`config.mk`:
```
export PLATFORM = sky130hd
export DESIGN_NAME = snoopy_bus_arbiter
export DESIGN_NICKNAME = d
export VERILOG_FILES = /design/src/rtl/snoopy_bus_pkg.sv /design/src/rtl/snoopy_bus_arbiter_rr_pick.sv /design/src/rtl/snoopy_bus_arbiter.sv
export SDC_FILE = /design/constraint.sdc
export NUM_CORES = 1
export LEC_CHECK = 0
export CAP_MARGIN = 20
export CORE_AREA = 2 2 311 313
export CTS_CLUSTER_SIZE = 28
export DETAILED_ROUTE_END_ITERATION = 8
export DIE_AREA = 0 0 313 315
export PLACE_DENSITY = 0.42
export SETUP_SLACK_MARGIN = 0.05
export SLEW_MARGIN = 10
export SYNTH_ARGS = -nofsm -noshare
export SYNTH_HDL_FRONTEND = slang
export SYNTH_SLANG_ARGS = --single-unit
```
`constraint.sdc`:
```
create_clock -name clk -period 2.3 [get_ports clk]
set_input_delay 0.46 -clock clk [delete_from_list [all_inputs] [get_ports clk]]
set_output_delay 0.46 -clock clk [all_outputs]
set_load 0.1 [all_outputs]
```
`src/rtl/snoopy_bus_pkg.sv`:
```
// rtl/snoopy_bus_pkg.sv - shared types for the snoopy bus arbiter
package snoopy_bus_pkg;

  typedef enum logic [1:0] {
    IDLE  = 2'd0,
    ISSUE = 2'd1,
    RESP  = 2'd2
  } arb_stat_t;

  localparam arb_stat_t ARB_STAT_RST = IDLE;

endpackage

```
`src/rtl/snoopy_bus_arbiter_rr_pick.sv`:
```
// rtl/snoopy_bus_arbiter_rr_pick.sv - picks the first eligible requester at or after ptr_i, wrapping
module rr_pick #(
  parameter int NREQ = 2,
  parameter int IW   = (NREQ > 1) ? $clog2(NREQ) : 1
) (
  input  logic [NREQ-1:0] elig_i,
  input  logic [IW-1:0]   ptr_i,
  output logic [NREQ-1:0] gnt_o,
  output logic [IW-1:0]   idx_o
);

  int j;

  // Walk from the far end back towards ptr_i so the nearest eligible slot is written last.
  always_comb begin
    gnt_o = '0;
    idx_o = '0;
    j     = 0;
    for (int k = NREQ - 1; k >= 0; k--) begin
      j = (int'(ptr_i) + k) % NREQ;
      if (elig_i[IW'(j)]) begin
        gnt_o         = '0;
        gnt_o[IW'(j)] = 1'b1;
        idx_o         = IW'(j);
      end
    end
  end

endmodule

```
`src/rtl/snoopy_bus_arbiter.sv`:
```
// rtl/snoopy_bus_arbiter.sv - serialises cache refills/write-throughs onto one memory port and
// broadcasts invalidations after writes; define ARB_RR_EN for round-robin, else fixed priority.
module snoopy_bus_arbiter
  import snoopy_bus_pkg::*;
#(
  parameter int NREQ       = 2,
  parameter int ADDR_WIDTH = 32,
  parameter int WIDTH      = 128,
  parameter int MASKW      = $clog2(WIDTH/8)
) (
  input  logic                        clk,
  input  logic                        rst,
  input  logic [NREQ-1:0]             req_valid,
  output logic [NREQ-1:0]             req_ready,
  input  logic [NREQ*ADDR_WIDTH-1:0]  req_addr,
  input  logic [NREQ-1:0]             req_we,
  input  logic [NREQ-1:0]             req_ce,
  input  logic [NREQ*MASKW-1:0]       req_mask,
  input  logic [NREQ*WIDTH-1:0]       req_wdata,
  output logic [WIDTH-1:0]            req_rdata,
  output logic [NREQ-1:0]             inv_valid,
  output logic [ADDR_WIDTH-1:0]       inv_addr,
  input  logic [NREQ-1:0]             inv_ready,
  output logic                        mem_valid,
  input  logic                        mem_ready,
  output logic [ADDR_WIDTH-1:0]       mem_addr,
  output logic                        mem_we,
  output logic                        mem_ce,
  output logic [MASKW-1:0]            mem_mask,
  output logic [WIDTH-1:0]            mem_wdata,
  input  logic [WIDTH-1:0]            mem_rdata
);

  localparam int IW = (NREQ > 1) ? $clog2(NREQ) : 1;

  arb_stat_t             state_q;
  logic [NREQ-1:0]       gnt_q, req_ready_q, inv_pend_q;
  logic [ADDR_WIDTH-1:0] addr_q, inv_addr_q;
  logic                  we_q, ce_q, mem_valid_q;
  logic [MASKW-1:0]      mask_q;
  logic [WIDTH-1:0]      wdata_q, rdata_q;

  logic [NREQ-1:0]       elig, pick_gnt;
  logic [IW-1:0]         pick_idx, rr_ptr;

  // Reads stay eligible during pending invalidations so a stalled refill can drain.
  assign elig = req_valid & ~(req_we & {NREQ{|inv_pend_q}});

`ifdef ARB_RR_EN
  logic [IW-1:0] rr_ptr_q;
  assign rr_ptr = rr_ptr_q;
  always_ff @(posedge clk) begin
    if (rst) begin
      rr_ptr_q <= '0;
    end else if (state_q == IDLE && |elig) begin
      rr_ptr_q <= (pick_idx == IW'(NREQ - 1)) ? '0 : pick_idx + 1'b1;
    end
  end
`else
  assign rr_ptr = '0;
`endif

  rr_pick #(.NREQ(NREQ), .IW(IW)) u_pick (
    .elig_i (elig),
    .ptr_i  (rr_ptr),
    .gnt_o  (pick_gnt),
    .idx_o  (pick_idx)
  );

  always_ff @(posedge clk) begin
    if (rst) begin
      state_q     <= ARB_STAT_RST;
      gnt_q       <= '0;
      req_ready_q <= '0;
      inv_pend_q  <= '0;
      addr_q      <= '0;
      inv_addr_q  <= '0;
      we_q        <= 1'b0;
      ce_q        <= 1'b0;
      mem_valid_q <= 1'b0;
      mask_q      <= '0;
      wdata_q     <= '0;
      rdata_q     <= '0;
    end else begin
      req_ready_q <= '0;
      inv_pend_q  <= inv_pend_q & ~inv_ready;
      case (state_q)
        IDLE: begin
          if (|elig) begin
            gnt_q       <= pick_gnt;
            addr_q      <= req_addr[pick_idx*ADDR_WIDTH +: ADDR_WIDTH];
            we_q        <= req_we[pick_idx];
            ce_q        <= req_ce[pick_idx];
            mask_q      <= req_mask[pick_idx*MASKW +: MASKW];
            wdata_q     <= req_wdata[pick_idx*WIDTH +: WIDTH];
            mem_valid_q <= 1'b1;
            state_q     <= ISSUE;
          end
        end
        ISSUE: begin
          if (mem_ready) begin
            if (!we_q) rdata_q <= mem_rdata;
            mem_valid_q <= 1'b0;
            req_ready_q <= gnt_q;
            state_q     <= RESP;
          end
        end
        RESP: begin
          // Writer is invalidated too: write-through never refreshes its own line.
          if (we_q) begin
            inv_pend_q <= '1;
            inv_addr_q <= addr_q;
          end
          state_q <= IDLE;
        end
        default: state_q <= IDLE;
      endcase
    end
  end

  assign req_ready = req_ready_q;
  assign req_rdata = rdata_q;
  assign inv_valid = inv_pend_q;
  assign inv_addr  = inv_addr_q;
  assign mem_valid = mem_valid_q;
  assign mem_addr  = addr_q;
  assign mem_we    = we_q;
  assign mem_ce    = ce_q;
  assign mem_mask  = mask_q;
  assign mem_wdata = wdata_q;

endmodule

```
==> reports/metrics.cfg <==
[floorplanning]
die_area_um2=98600
initial_core_util_pct=13.64
coreArea_um2=95710
dieHeight_um=315
die_w_um=313
io_pins=798
rows=114

[synthesis]
synth_top_cell_area_share_pct=51.07
seq_area_frac_synth_pct=51.07
ys.warnings.count=0
synth_cells=1446
yosysTopAreaCell=dfxtp_1
ys_ff_latch=333
ys_types=24
avgSynthCellArea_um2=9.028
synth_top_cells_by_area=dfxtp_1 (51%), nand2b_1 (16%), mux2i_1 (13%), nand2_1 (9.2%), a21oi_1 (6.3%)
syn_nets=1913
netlist_area_um2=13050

[worst_setup_path]
critical_path.top_delay_family=flip-flops
end_kind=output port
critPathLaunchType=flip-flop
cp_cell_sequence=buf_4
critical_path.slowest_cell=dfxtp_1
cp.buffers_inverters=1
crit_required_ns=1.84
crit_arrival_ns=1.37
path_max_fanout=3
max_stage_delay_ns=0.45
path_class=flip-flop to output port

[worst_hold_path]
hp-class=primary input to flip-flop

[place]
place_hpwl_um=39130
pre_cts_slack_ns=-0.1395
io_buffers=631
finalWeightedCongestion=0.8468

[power]
peakVddDrop_uv=426.2
finalPower_mw=18.72
leakagePower_nw=8.762
power_density_nw_per_um2=857.7

[timing]
rsz0062_at_grt=false
min_period_over_period_pct=79.76
setup_tns_ns=0
final-hold-violation-count=0
worst_pin_slew_ns=0.6883
clock_skew_ns=0.01880
period_minus_slack_ns=1.834
maxSlewHeadroom_pct=54.11
timing.final.ws_setup_ns=0.4655
finalSetupViolCount=0
slew_violations=0
fmax_mhz=545.1
fin_hold_ws_ns=0.2946

[finish]
drive_gt1_share_pct=21.93
final_net_count=2534
n_fill_cell=10496
areaGrowthSynthToFinish_pct=67.20
fin_util_pct=22.80

[cts]
clk_latency_ns=0.58
cts_hold_buffers=0
h-tree-depth=2
ctsLongestPathBuffers=3
cts_buffers=44
cts_setup_buffers=0
cts.sinks=333
root_buffer=clkbuf_16
cts_resized=0
cts_tree=built
path_clk_slew_ns=0.06

[drt]
detail_route.wl_per_cell_um=15.05
firstDrtPassIters=6
drc=0
vias=11833
viasPerCell=3.502
postRouteAntennaNets=0
wirelength_um=50850
drtIter0Drc=455

[grt]
grt_usage_pct=9.902
grt_start_max_net_pins=90
grt-ovfl-total=0
grt_pass1_wl_um=75310
antenna_found_initial=7
grt_pass1_vias=12293

[run]
max_cap_viol_count=0

[status]
outcome=finished, final reports clean

cells in the mapped netlist (all sizes together):
| cell type | number |
|---|---|
| or3b | 1 |
| nor2 | 2 |
| mux2i | 166 |
| nand4bb | 1 |
| and4bb | 1 |
| a21o | 1 |
| dfxtp | 333 |
| buf | 33 |
| nand3b | 2 |
| nand2b | 334 |
| nor3 | 1 |
| nor3b | 1 |
| nand2 | 321 |
| o21ai | 2 |
| conb | 1 |
| clkbuf | 77 |
| and3b | 1 |
| a21oi | 165 |
| a32oi | 1 |
| nand3 | 1 |
| inv | 1 |
layer usage:
metal | vias to the layer above | GRT usage [%] | wire (um)
li1 | 5894 | - | -
met1 | 5383 | 11.01 | 20290
met2 | 481 | 16.39 | 23510
met3 | 69 | 5.006 | 5686
met4 | 6 | 3.219 | 1316
met5 | - | 0 | 42
worst reg2reg max path, stage by stage (launching register included):
cell	delay, ns
dfxtp_1	0.50
nand4bb_4	0.57
buf_12	0.45
nand2_1	0.10
a21oi_1	0.06
report_power, final:
| group | internal (mW) | switching [mW] | total [mW] |
|---|---|---|---|
| clock network | 4.35 | 2.66 | 7.01 |
| logic | 1.52 | 3.76 | 5.29 |
| registers | 6.17 | 0.252 | 6.42 |
final timing paths:
check                                    from                          end  slack [ns]  depth (start not counted)
setup / recovery     mem_addr[4]$_SDFFE_PP0P_                  mem_addr[4]        0.47                          1
hold / removal                            rst    inv_addr[14]$_SDFFE_PP0P_        0.29                          2
setup reg to reg      state_q[0]$_SDFFE_PP0P_   req_rdata[39]$_SDFFE_PP0P_        0.50                          4
hold reg to reg   req_rdata[113]$_SDFFE_PP0P_  req_rdata[113]$_SDFFE_PP0P_        0.45                          2
state kept, by name (all words and copies together), names as in the netlist:
| register | cells |
|---|---|
| req_ready | 1 |
| mem_ce | 1 |
| mem_addr | 32 |
| mem_mask | 4 |
| req_rdata | 128 |
| mem_wdata | 128 |
| inv_addr | 32 |
| state_q | 2 |
| mem_we | 1 |
| mem_valid | 1 |
| gnt_q | 1 |
| inv_valid | 2 |
per-stage QoR:
step / area [um2] / std cells
global route: 21820 / 3375
detailed placement: 20330 / 3297
CTS: 21810 / 3374
global placement: 20330 / 3297
finish: 21830 / 3379
floorplan: 13050 / 1446
cell type report:
type	instances	area [um2]	share of cell area, %
antenna	5	12.51	0.05733
clock buffer	66	1345	6.163
clock inverter	11	142.6	0.6535
inverter	1	3.754	0.01720
multi-input combinational	1002	5933	27.18
sequential	333	6666	30.54
tap	1276	1597	7.315
timing repair buffer	685	6126	28.07
layout by cell type, fill, tap and decap left out:
cell             instances
buf_4                  366
nand2b_1               334
dfxtp_1                333
nand2_1                321
clkdlybuf4s50_1        300
mux2i_1                166
a21oi_1                165
clkbuf_16               45
buf_12                  18
clkbuf_8                14
clkbuf_1                 7
diode_2                  5
clkinv_2                 4
bufinv_16                3
o21ai_0                  2
nor2_1                   2
nand3b_1                 2
inv_6                    2
clkinvlp_4               2
nor3b_1                  1
a32oi_4                  1
and3b_2                  1
or3b_2                   1
and4bb_4                 1
nand4bb_4                1
nand3_1                  1
inv_1                    1
a21o_1                   1
nor3_1                   1
conb_1                   1
buf_8                    1
cells by family (layout without fill, tap and decap cells):
family / after synthesis / after routing / share of synthesized area [%]
other cells: 1 / 6 / 0.02873
simple gates: 666 / 666 / 25.86
buf+inv: 111 / 763 / 3.786
flops: 333 / 333 / 51.07
compound gates: 169 / 169 / 6.527
mux: 166 / 166 / 12.73
(Power assumes the default switching activity.)
==> patch (same settings) <==
The option `ARB_RR_EN` is turned on by a define.
--- a/src/rtl/snoopy_bus_arbiter.sv
+++ b/src/rtl/snoopy_bus_arbiter.sv
@@ -2,2 +2,4 @@
 // broadcasts invalidations after writes; define ARB_RR_EN for round-robin, else fixed priority.
+`define ARB_RR_EN
+
 module snoopy_bus_arbiter
Check against the original RTL: not settled (the Yosys comparison gave no result); the edit may change what the design does.
==> patch against the unedited design <==
Register-to-register slack worse by 0.25 ns; worst setup slack worse by 0.33 ns; synthesized cell count up 21%; via count up 49%; wire length up 72%; sequential power up 4.2%; non-clock buffer count up 227; sequential cell count up 1; power up 16%; cell area up 19%; critical path depth unchanged; area after synthesis up 17%; critical path type unchanged.
==> patch: results (changes against the unedited design) <==
CP startpoint=mem_we; via count=17620 (+49%); synthesized net count=2218 (+16%); antenna violations before repair=27 (+20); Layout Nets=2935 (+16%); crit path max fanout=6 (+3); Distinct cells, synth=33 (+38%); Mapped Cells=1751 (+21%); first-pass GRT wire length=125300 um (+66%); hold_ws=0.2924 ns (-0.002171 ns); Synth area leaders=dfxtp_1, a311oi_2, a221oi_1, nand2_1, nand3_1; WL met3=7867 um (+38%); met2 wire len=42560 um (+81%); FF-to-FF setup slack=0.25 ns (-0.25 ns); GRT Util Overall=16.78% (+6.9 points); Clock Skew=0.02284 ns (+0.004039 ns); WL met1=33790 um (+66%); port bufs=796 (+26%); register area share after synthesis=43.94% (-7.1 points); worst hold path endpoint=inv_addr[27]; Worst R2R End=mem_addr[16]; Post-synth top cells=dfxtp_1, nand2_1, a221oi_1; Worst Path Arrival=1.70 ns (+0.33 ns); worst flop-to-flop path startpoint=state_q[1]; DP Cell Count=3698 (+12%); RePlAce Congestion=0.8761 (+3.5%); r2r worst-path depth=6 (+2); outcome=complete, no violations; DP Wirelength=66460 um (+70%); WL per Instance=23.02 um (+53%); Slew Limit Headroom=55.06% (+0.95 points); largest net degree at the start of global routing=75 (-17%); met1 GRT Util=18.94% (+7.9 points); layout cells sized above 1=25.18% (+3.3 points); TritonRoute pass-1 iters=5 (-1); grt met2 use=29.11% (+13 points); CP max stage delay=0.69 ns (+0.24 ns); fin cells=3791 (+12%); Critical path destination=mem_we
patch: cells by family (layout without fill, tap and decap cells):
group                  count (synthesis)  in the layout  synth area share, %
AND/OR/NAND/NOR                      503            503                14.11
AO/OA/AOI/OAI                        671            671                34.58
flip-flops                           334            334                43.94
other                                  1             14              0.02464
buffers and inverters                242            993                7.342
patch: area by class of cell:
class	instances	area, um2
clock inverters	12	173.9
multi-input cells	1175	7485
clock buffers	68	1354
flip-flops and latches	334	6686
fillers	10250	69630
inverters	1	3.754
well taps	1276	1597
repair buffers	912	8743
diodes	13	32.53
patch: where the power goes:
part / internal [uW] / switching, uW / total, uW
registers: 6280 / 412 / 6690
clock network: 4490 / 2870 / 7360
logic: 2300 / 5280 / 7580
total: 13100 / 8560 / 21600
patch: metrics by stage:
step,utilization [%],TNS (ns),setup slack [ns]
floorplan,-,0,0.1377
global placement,25.61,-0.2005,-0.1211
detailed placement,25.61,-1.477,-0.1823
CTS,27.21,0,0.1013
global route,27.23,0,0.1007
finish,27.24,0,0.1383
